[src/rtl/x3q16_arb_pkg.sv]
// Shared definitions for the x3q16 two-master memory arbiter:
// FSM states, request-type encodings and requester port indices.
package x3q16_arb_pkg;

  typedef enum logic [1:0] {
    IDLE  = 2'd0,
    ISSUE = 2'd1,
    WAIT  = 2'd2
  } arb_state_t;

  localparam logic REQ_READ  = 1'b0;
  localparam logic REQ_WRITE = 1'b1;

  localparam logic M0 = 1'b0;
  localparam logic M1 = 1'b1;

endpackage

[src/rtl/x3q16_req_slot.sv]
// Per-port request capture slot for the x3q16 memory arbiter.
// Holds one outstanding request; a pulse while the slot is occupied is
// dropped and flagged sticky in o_overrun. Capture beats a same-cycle clear.
module x3q16_req_slot #(
  parameter int unsigned ADDR_W = 16,
  parameter int unsigned DATA_W = 16
) (
  input  logic              clk,
  input  logic              reset,
  input  logic              i_req,
  input  logic              i_type,
  input  logic [ADDR_W-1:0] i_addr,
  input  logic [DATA_W-1:0] i_data,
  input  logic              i_clr,
  output logic              o_pending,
  output logic              o_overrun,
  output logic              o_type,
  output logic [ADDR_W-1:0] o_addr,
  output logic [DATA_W-1:0] o_data
);

  logic              r_pending;
  logic              r_overrun;
  logic              r_type;
  logic [ADDR_W-1:0] r_addr;
  logic [DATA_W-1:0] r_data;

  logic w_accept;

  // A freed slot (either empty or being cleared this cycle) accepts a pulse.
  assign w_accept = i_req && (!r_pending || i_clr);

  // Capture, pending and sticky-overrun bookkeeping.
  always_ff @(posedge clk) begin
    if (reset) begin
      r_pending <= 1'b0;
      r_overrun <= 1'b0;
      r_type    <= 1'b0;
      r_addr    <= '0;
      r_data    <= '0;
    end else begin
      if (w_accept) begin
        r_pending <= 1'b1;
        r_type    <= i_type;
        r_addr    <= i_addr;
        r_data    <= i_data;
      end else if (i_clr) begin
        r_pending <= 1'b0;
      end
      if (i_req && !w_accept) begin
        r_overrun <= 1'b1;
      end
    end
  end

  assign o_pending = r_pending;
  assign o_overrun = r_overrun;
  assign o_type    = r_type;
  assign o_addr    = r_addr;
  assign o_data    = r_data;

endmodule

[src/rtl/x3q16_mem_arbiter.sv]
// Two-requester arbiter sharing the x3q16 memory port between the CPU (m0)
// and a secondary bus master (m1). One transaction in flight at a time,
// alternating grant when both ports are pending.
// Optional feature macro: ARB_TIMEOUT_EN (adds a WAIT-state timeout and the
// sticky timeout_err output).
module x3q16_mem_arbiter
  import x3q16_arb_pkg::*;
#(
  parameter int unsigned ADDR_W         = 16,
  parameter int unsigned DATA_W         = 16,
  parameter int unsigned TIMEOUT_CYCLES = 255
) (
  input  logic              clk,
  input  logic              reset,
  input  logic              m0_request,
  input  logic              m0_request_type,
  input  logic [ADDR_W-1:0] m0_request_address,
  input  logic [DATA_W-1:0] m0_data_out,
  output logic [DATA_W-1:0] m0_memory_in,
  output logic              m0_memory_ready,
  output logic              m0_write_complete,
  input  logic              m1_request,
  input  logic              m1_request_type,
  input  logic [ADDR_W-1:0] m1_request_address,
  input  logic [DATA_W-1:0] m1_data_out,
  output logic [DATA_W-1:0] m1_memory_in,
  output logic              m1_memory_ready,
  output logic              m1_write_complete,
  output logic              request,
  output logic              request_type,
  output logic [ADDR_W-1:0] request_address,
  output logic [DATA_W-1:0] data_out,
  input  logic [DATA_W-1:0] memory_in,
  input  logic              memory_ready,
  input  logic              write_complete,
  output logic              owner,
  output logic              busy,
`ifdef ARB_TIMEOUT_EN
  output logic              timeout_err,
`endif
  output logic [1:0]        overrun
);

  arb_state_t r_state;

  logic                   r_request;
  logic                   r_request_type;
  logic [ADDR_W-1:0]      r_request_address;
  logic [DATA_W-1:0]      r_data_out;
  logic                   r_owner;
  logic                   r_last_grant;
  logic                   r_busy;
  logic [1:0][DATA_W-1:0] r_mem_in;
  logic [1:0]             r_rd_done;
  logic [1:0]             r_wr_done;

  logic [1:0]             w_pend;
  logic [1:0]             w_ovr;
  logic [1:0]             w_clr;
  logic [1:0]             w_slot_type;
  logic [1:0][ADDR_W-1:0] w_slot_addr;
  logic [1:0][DATA_W-1:0] w_slot_data;
  logic                   w_grant;
  logic                   w_resp;
  logic                   w_timeout;
  logic                   w_done;

  x3q16_req_slot #(.ADDR_W(ADDR_W), .DATA_W(DATA_W)) u_slot0 (
    .clk       (clk),
    .reset     (reset),
    .i_req     (m0_request),
    .i_type    (m0_request_type),
    .i_addr    (m0_request_address),
    .i_data    (m0_data_out),
    .i_clr     (w_clr[0]),
    .o_pending (w_pend[0]),
    .o_overrun (w_ovr[0]),
    .o_type    (w_slot_type[0]),
    .o_addr    (w_slot_addr[0]),
    .o_data    (w_slot_data[0])
  );

  x3q16_req_slot #(.ADDR_W(ADDR_W), .DATA_W(DATA_W)) u_slot1 (
    .clk       (clk),
    .reset     (reset),
    .i_req     (m1_request),
    .i_type    (m1_request_type),
    .i_addr    (m1_request_address),
    .i_data    (m1_data_out),
    .i_clr     (w_clr[1]),
    .o_pending (w_pend[1]),
    .o_overrun (w_ovr[1]),
    .o_type    (w_slot_type[1]),
    .o_addr    (w_slot_addr[1]),
    .o_data    (w_slot_data[1])
  );

  // Both pending: the port that did not win last time; otherwise the lone one.
  assign w_grant = (w_pend == 2'b11) ? ~r_last_grant : w_pend[1];

  // Only the response matching the in-flight transaction type counts.
  assign w_resp = (r_request_type == REQ_READ) ? memory_ready : write_complete;
  assign w_done = (r_state == WAIT) && (w_resp || w_timeout);

  assign w_clr[0] = w_done && (r_owner == M0);
  assign w_clr[1] = w_done && (r_owner == M1);

`ifdef ARB_TIMEOUT_EN
  localparam int unsigned CNT_W = $clog2(TIMEOUT_CYCLES + 1);

  logic [CNT_W-1:0] r_tmo_cnt;
  logic             r_tmo_err;

  assign w_timeout = (r_state == WAIT) && !w_resp &&
                     (r_tmo_cnt == CNT_W'(TIMEOUT_CYCLES - 1));

  // WAIT-cycle counter; restarts from zero on every entry to WAIT.
  always_ff @(posedge clk) begin
    if (reset) begin
      r_tmo_cnt <= '0;
      r_tmo_err <= 1'b0;
    end else if ((r_state == WAIT) && !w_resp) begin
      if (w_timeout) begin
        r_tmo_cnt <= '0;
        r_tmo_err <= 1'b1;
      end else begin
        r_tmo_cnt <= r_tmo_cnt + 1'b1;
      end
    end else begin
      r_tmo_cnt <= '0;
    end
  end

  assign timeout_err = r_tmo_err;
`else
  logic w_unused_timeout_cfg;
  assign w_unused_timeout_cfg = ^TIMEOUT_CYCLES;
  assign w_timeout            = 1'b0;
`endif

  // Arbitration FSM with registered memory-side and requester-side outputs.
  always_ff @(posedge clk) begin
    if (reset) begin
      r_state           <= IDLE;
      r_request         <= 1'b0;
      r_request_type    <= REQ_READ;
      r_request_address <= '0;
      r_data_out        <= '0;
      r_owner           <= M0;
      r_last_grant      <= M1;
      r_busy            <= 1'b0;
      r_mem_in          <= '0;
      r_rd_done         <= '0;
      r_wr_done         <= '0;
    end else begin
      r_request <= 1'b0;
      r_rd_done <= '0;
      r_wr_done <= '0;
      case (r_state)
        IDLE: begin
          if (|w_pend) begin
            r_request_type    <= w_slot_type[w_grant];
            r_request_address <= w_slot_addr[w_grant];
            r_data_out        <= w_slot_data[w_grant];
            r_owner           <= w_grant;
            r_last_grant      <= w_grant;
            r_request         <= 1'b1;
            r_busy            <= 1'b1;
            r_state           <= ISSUE;
          end
        end
        ISSUE: begin
          r_state <= WAIT;
        end
        WAIT: begin
          if (w_done) begin
            if (r_request_type == REQ_READ) begin
              r_mem_in[r_owner]  <= w_timeout ? '1 : memory_in;
              r_rd_done[r_owner] <= 1'b1;
            end else begin
              r_wr_done[r_owner] <= 1'b1;
            end
            r_busy  <= 1'b0;
            r_state <= IDLE;
          end
        end
        default: begin
          r_state <= IDLE;
        end
      endcase
    end
  end

  assign request           = r_request;
  assign request_type      = r_request_type;
  assign request_address   = r_request_address;
  assign data_out          = r_data_out;
  assign owner             = r_owner;
  assign busy              = r_busy;
  assign overrun           = w_ovr;
  assign m0_memory_in      = r_mem_in[M0];
  assign m0_memory_ready   = r_rd_done[M0];
  assign m0_write_complete = r_wr_done[M0];
  assign m1_memory_in      = r_mem_in[M1];
  assign m1_memory_ready   = r_rd_done[M1];
  assign m1_write_complete = r_wr_done[M1];

endmodule

[config.mk]
export PLATFORM = sky130hd
export DESIGN_NAME = x3q16_mem_arbiter
export DESIGN_NICKNAME = d
export VERILOG_FILES = /design/src/rtl/x3q16_arb_pkg.sv /design/src/rtl/x3q16_req_slot.sv /design/src/rtl/x3q16_mem_arbiter.sv
export SDC_FILE = /design/constraint.sdc
export NUM_CORES = 1
export LEC_CHECK = 0
export ABC_AREA = 1
export BUFFER_PORTS_ARGS = -buffer_cell sky130_fd_sc_hd__buf_2
export CAP_MARGIN = 5
export CORE_ASPECT_RATIO = 0.9
export CORE_MARGIN = 4
export CORE_UTILIZATION = 59
export CTS_BUF_LIST = sky130_fd_sc_hd__clkbuf_4 sky130_fd_sc_hd__clkbuf_8
export CTS_CLUSTER_SIZE = 12
export DETAILED_ROUTE_END_ITERATION = 8
export PLACE_DENSITY = 0.95
export SLEW_MARGIN = 20
export SYNTH_ARGS = -nofsm -noshare
export SYNTH_HDL_FRONTEND = slang
export SYNTH_SLANG_ARGS = --single-unit
export TNS_END_PERCENT = 100
[constraint.sdc]
create_clock -name clk -period 2.25 [get_ports clk]
set_clock_uncertainty 0.15 [all_clocks]
set_input_delay 0.225 -clock clk [delete_from_list [all_inputs] [get_ports clk]]
set_output_delay 0.225 -clock clk [all_outputs]
set_load 0.05 [all_outputs]
* Word-level counts from Yosys, hierarchy flattened
Index checks and enable logic that the tools add are counted.
Widths: inputs -> output; s select.
** Storage, ports and cells
- Register bits :: 145
- Bits in latches :: 0
- Memory bits (writable) :: 0
- ROM bits :: 0
- Input port bits :: 88
- Output and inout port bits :: 74
- Word-level logic and storage cells :: 86
- Memories kept :: 0
** Operators by class
- Add/sub/neg operators :: 0
- Multiply operators :: 0
- Divide/modulo/power cells :: 0
- Order comparisons :: 3
- Eq/ne operators :: 5
- Shift-type cells :: 0
- Multiplexer cells :: 24
- Bitwise logic cells :: 6
- Reductions and logical operators :: 26
** Operators with widths (count)
- $mux 16 :: 5
- $bwmux 32 :: 1
- $demux 16 s1 :: 1
- $mux 1 :: 12
- $logic_and 1x1->1 :: 8
- $reduce_or 4->1 :: 2
- $not 1->1 :: 6
- $pmux 2 s3 :: 1
- $reduce_and 3->1 :: 2
- $reduce_bool 2->1 :: 3
- $eq 2x2->1 const B :: 2
- $logic_not 1->1 :: 4
- $lt 1x2->1 const B :: 2
- $mux 2 :: 2
- $ne 2x2->1 const B :: 2
- $reduce_and 2->1 :: 2
- $reduce_or 2->1 :: 2
- $eq 2x1->1 const B :: 1
- $logic_not 2->1 :: 1
- $logic_or 1x1->1 :: 2
- $pmux 1 s2 :: 1
- $demux 1 s1 :: 1
- $ge 1x1->1 const B :: 1

* Logic depth before layout (Yosys ltp)
- Depth in word-level cells :: 7
- Mapped depth :: 10
- Mapped depth without buffers :: 9

* Hierarchy
Synthesis repeated with hierarchy kept, for this count alone.
** Unflattened totals
- Cells, all modules :: 1014
- Area total of the unflattened synthesis :: 7069.3 µm²
** Modules (own cells, without submodules)
- x3q16_mem_arbiter :: instances 1, cells an instance 562, area an instance 3648.5 µm², sequential area each 1501.4 µm²
- x3q16_req_slot :: instances 2, cells an instance 226, area an instance 1710.4 µm², sequential area each 700.7 µm²

* Worst setup path before layout
OpenSTA, ideal clock, no wires.
- Path kind :: reg-to-reg
- Start point :: register r_request_type, in the netlist request_type
- End point :: register u_slot1.r_addr[1], in the netlist u_slot1.o_addr[1]
- Setup time :: 115 ps
- Arrival time :: 1553 ps
- Data required time :: 1985 ps
- Setup slack :: 432 ps
- Cell stages (with the launch flop) :: 10
- Buffers on the path :: 2
- Clock period less this slack :: 1818 ps
- Cells stage by stage :: dfxtp_1 > inv_1 > nand2_1 > nand2_2 > nand3_1 > nand2_1 > buf_4 > buf_6 > a21oi_1 > nor2_1
** Between the ends
- Word-level cells in the longest chain between the ends :: 5
** RTL lines
- from (decl) :: line x3q16_mem_arbiter.sv:47 : logic r_request_type;
- from (signal assigned) :: line x3q16_mem_arbiter.sv:162 : r_request_type <= w_slot_type[w_grant];
- $mux 1 :: line x3q16_mem_arbiter.sv:102 : assign w_resp = (r_request_type == REQ_READ) ? memory_ready : write_complete;
- $logic_and 1x1->1 :: line x3q16_mem_arbiter.sv:103 : assign w_done = (r_state == WAIT) && (w_resp || w_timeout);
- $logic_and 1x1->1 :: line x3q16_mem_arbiter.sv:106 : assign w_clr[1] = w_done && (r_owner == M1);
- $logic_or 1x1->1 :: line x3q16_req_slot.sv:31 : assign w_accept = i_req && (!r_pending || i_clr);
- $logic_and 1x1->1 :: line x3q16_req_slot.sv:31
- to (signal assigned) :: line x3q16_req_slot.sv:45 : r_addr <= i_addr;
- to (decl) :: line x3q16_req_slot.sv:25 : logic [ADDR_W-1:0] r_addr;
No other way between the ends.
A chain may end at the register's enable or synchronous reset.

* Worst setup path after layout
- Start point :: register r_request_type, in the netlist request_type
- End point :: register r_mem_in (netlist bit m1_memory_in[6])
** Between the ends
- Word-level cells in the longest chain between the ends :: 3
- Elaborated cells on any way between the ends :: 4
- Classes of those cells :: mux: 1; bitwise: 1; reduce/logical: 2
** RTL lines
- $mux 1 :: line x3q16_mem_arbiter.sv:102
- $logic_and 1x1->1 :: line x3q16_mem_arbiter.sv:103
- $reduce_and 3->1 (no source line) *
- to (signal, indexed assignment) :: line x3q16_mem_arbiter.sv:178 : r_mem_in[r_owner] <= w_timeout ? '1 : memory_in;
- to (decl) :: line x3q16_mem_arbiter.sv:53 : logic [1:0][DATA_W-1:0] r_mem_in;
Mark *: on every way between the ends. The rest lies on a longest branch, timed or not.

==> impl_metrics.csv <==
group,metric,value,unit
global_routing,grtUsageTotal,32.7,%
synth,synth_area,6090,um2
critical_path,cp_max_fo,24,
cells_and_area,drive_gt1_share,19.3,%
sta,finalSetupViolations,0,
routing,avgViaCountPerCell,5.42,
status,status,"complete, no violations",
die,core_area,9870,um2
routing,dr_wl_met2,9900,um
sta,whs,54.2,ps
placed_design,io_buffer_count,161,
cells_and_area,fin_cells,1235,
synth,synthTopCellsByArea,"dfxtp_1 (48%), nand2_1 (13%), nor2_1 (8.6%)",
global_routing,grt_max_degree,69,
min_path,hold_class,"in2reg",
critical_path,crit_buf_inv,1,
synth,synth_ff_type,"dfxtp_1",
critical_path,path_delay_family,"simple AND/OR/NAND/NOR gates",
critical_path,criticalPathCategory,"reg2reg",
critical_path,cp_slowest_cell,"dfxtp_1",
routing,drt_wl_total,19600,um
routing,ant_nets,0,
global_routing,grt_antenna_before_repair,1,
placed_design,dp.cells,1121,
cts,clkSlewWorstSetupHoldPaths,90,ps
sta,post-route-min-period,2040,ps
sta,hold_viol,0,
die,die_w,115,um
global_routing,grt_pass1_vias,6604,
synth,synth_edf_count,0,
synth,yosys_warnings,0,
synth,synth_top_cell_area_share,47.6,%
routing,remaining_drc_errors,0,
routing,wirelength_met1,7110,um
routing,met3_length,1460,um
critical_path,worst_setup_path_end_kind,"flip-flop",
cts,cts.sinks,145,
sta,tns,0,ps
synth,synth_common_cells,"nand2_1 (208), dfxtp_1 (145), nor2_1 (140)",
synth,post-synth-top-count-cell,"nand2_1",
sta,max-slew-margin-rel,67.6,%
sta,period_share,90.5,%
cts,tritoncts,"done",
sta,tightestPinTransition,484,ps
synth,async_reset_ff_share,0,%
routing,wire_per_inst,15.8,um
die,ioPinCount,162,
power_and_ir_drop,power_leakage,4.18,nW
critical_path,crit_chain,"nand2_1 -> nand2_2 -> nand2_1 -> nor2_1 -> nand2_1 -> buf_12 -> nand2_1 -> nand2_1 -> nor2_1",
die,start_util,61.8,%
routing,top_layer,"met4",
critical_path,worstPathRequired,2460,ps
synth,ys_ff_latch,145,
die,die_y,104,um
routing,vias,6692,
synth,synth.distinct_cells,20,
cells_and_area,finalNetCount,1183,
critical_path,slowest_delay,460,ps
cts,clock_latency,440,ps
synth,syn_area_per_cell,6.89,um2
sta,fmaxAchievable,0.491,GHz
critical_path,start_kind,"flip-flop",
cts,hold_buffers,81,
cts,cts_resized,0,
die,dieArea,12000,um2
cells_and_area,fin_util,82.8,%
cts,root_buffer,"clkbuf_8",
die,num_rows,34,
power_and_ir_drop,irDropWorstVdd,0.000577,V
sta,report.final.slew_viol_count,0,
placed_design,place_congestion,0.821,
synth,synth_largest_area_cell,"dfxtp_1",
job,cap_violations,0,
routing,drt-pass1-iter-count,5,
synth,syn_nets,972,
placed_design,hpwl,9830,um
critical_path,crit_top_cell,"nand2_1",
cts,clock_path_buffers,2,
power_and_ir_drop,p_per_area,770,nW/um2
global_routing,overflow,0,
synth,seq_area_frac_synth,47.6,%
routing,drt_iter0_drc,787,
critical_path,arrival,2250,ps
cts,cts_made_buffers,17,
cts,cts_post_setup_buffers_inserted,0,
synth,synthCells,884,
global_routing,grt_pass1_wl,31400,um
sta,rsz0062_at_grt,"no",
cells_and_area,area_growth,34.0,%
cts,htreeDepth,4,
-- routing by layer --
metal,track usage (%),vias up
met5,0,-
met4,19.6,0
met3,7.97,112
met2,56.3,379
met1,35.9,3025
li1,-,3176
-- stage by stage --
stage | total power, W | worst slack, ps | cell area (um2)
2_1_floorplan | 0.00386 | 432 | 6090
3_3_place_gp | 0.00418 | 579 | 6980
3_5_place_dp | 0.00422 | 471 | 6980
4_1_cts | 0.00623 | 373 | 8170
5_1_grt | 0.00654 | 117 | 8170
6_report | 0.00629 | 214 | 8170
-- state kept, by name, indices dropped and copies added, names as in the netlist, 2 cells and up --
register / cells
r_rd_done: 2
request_address: 16
u_slot1.o_addr: 16
data_out: 16
m1_memory_in: 16
u_slot0.o_data: 16
r_state: 2
u_slot0.o_addr: 16
u_slot1.o_data: 16
r_wr_done: 2
m0_memory_in: 16
-- cell families (layout without fill, tap and decap cells) --
| group | Yosys count | count (layout) | share of synthesized area [%] |
|---|---|---|---|
| other | 0 | 1 | 0 |
| AOI/OAI and AO/OA | 139 | 139 | 12.1 |
| buffers and inverters | 175 | 399 | 12.4 |
| and+or+nand+nor | 425 | 425 | 27.8 |
| DFF | 145 | 145 | 47.6 |
-- path summary, 6_finish.rpt --
kind / from / end / slack [ps] / cells after the start
max: request_type / m1_memory_in[6] / 210 / 9
min: m1_request_address[15] / u_slot1.o_addr[15] / 50 / 5
max reg2reg: request_type / m1_memory_in[6] / 210 / 9
min reg2reg: r_last_grant / r_last_grant / 320 / 2
-- layout by cell type (no fill, tap or decap), drive strengths merged, types with 21 or more instances in the layout --
cell type / netlist / layout
nor2: 141 / 141
buf: 35 / 177
o21ai: 35 / 35
a21oi: 71 / 71
dlygate4sd3: 0 / 81
a31oi: 33 / 33
dfxtp: 145 / 145
inv: 108 / 109
clkbuf: 31 / 21
nand3: 73 / 73
nand2: 209 / 209
-- worst min-delay path, cell delays in order --
cell and delay, ps:
buf_2 100, inv_1 40, nand3_1 80, nand2_1 80, nor2_1 60
-- layout make-up --
cell class	count	area, um2
flip-flops and latches	145	2900
multi-input cells	564	2440
repair buffers	258	1870
fillers	558	1700
inverters	109	410
clock buffers	21	270
well taps	126	158
clock inverters	11	108
diodes	1	2.50
-- report_power, final --
| part | switching, W | total, W | leakage [nW] | internal, W |
|---|---|---|---|---|
| Combinational | 0.000964 | 0.00144 | 2.82 | 0.000477 |
| Clock | 0.00100 | 0.00195 | 0.168 | 0.000944 |
| Sequential | 0.000123 | 0.00290 | 1.19 | 0.00278 |
(Power assumes the default switching activity.)
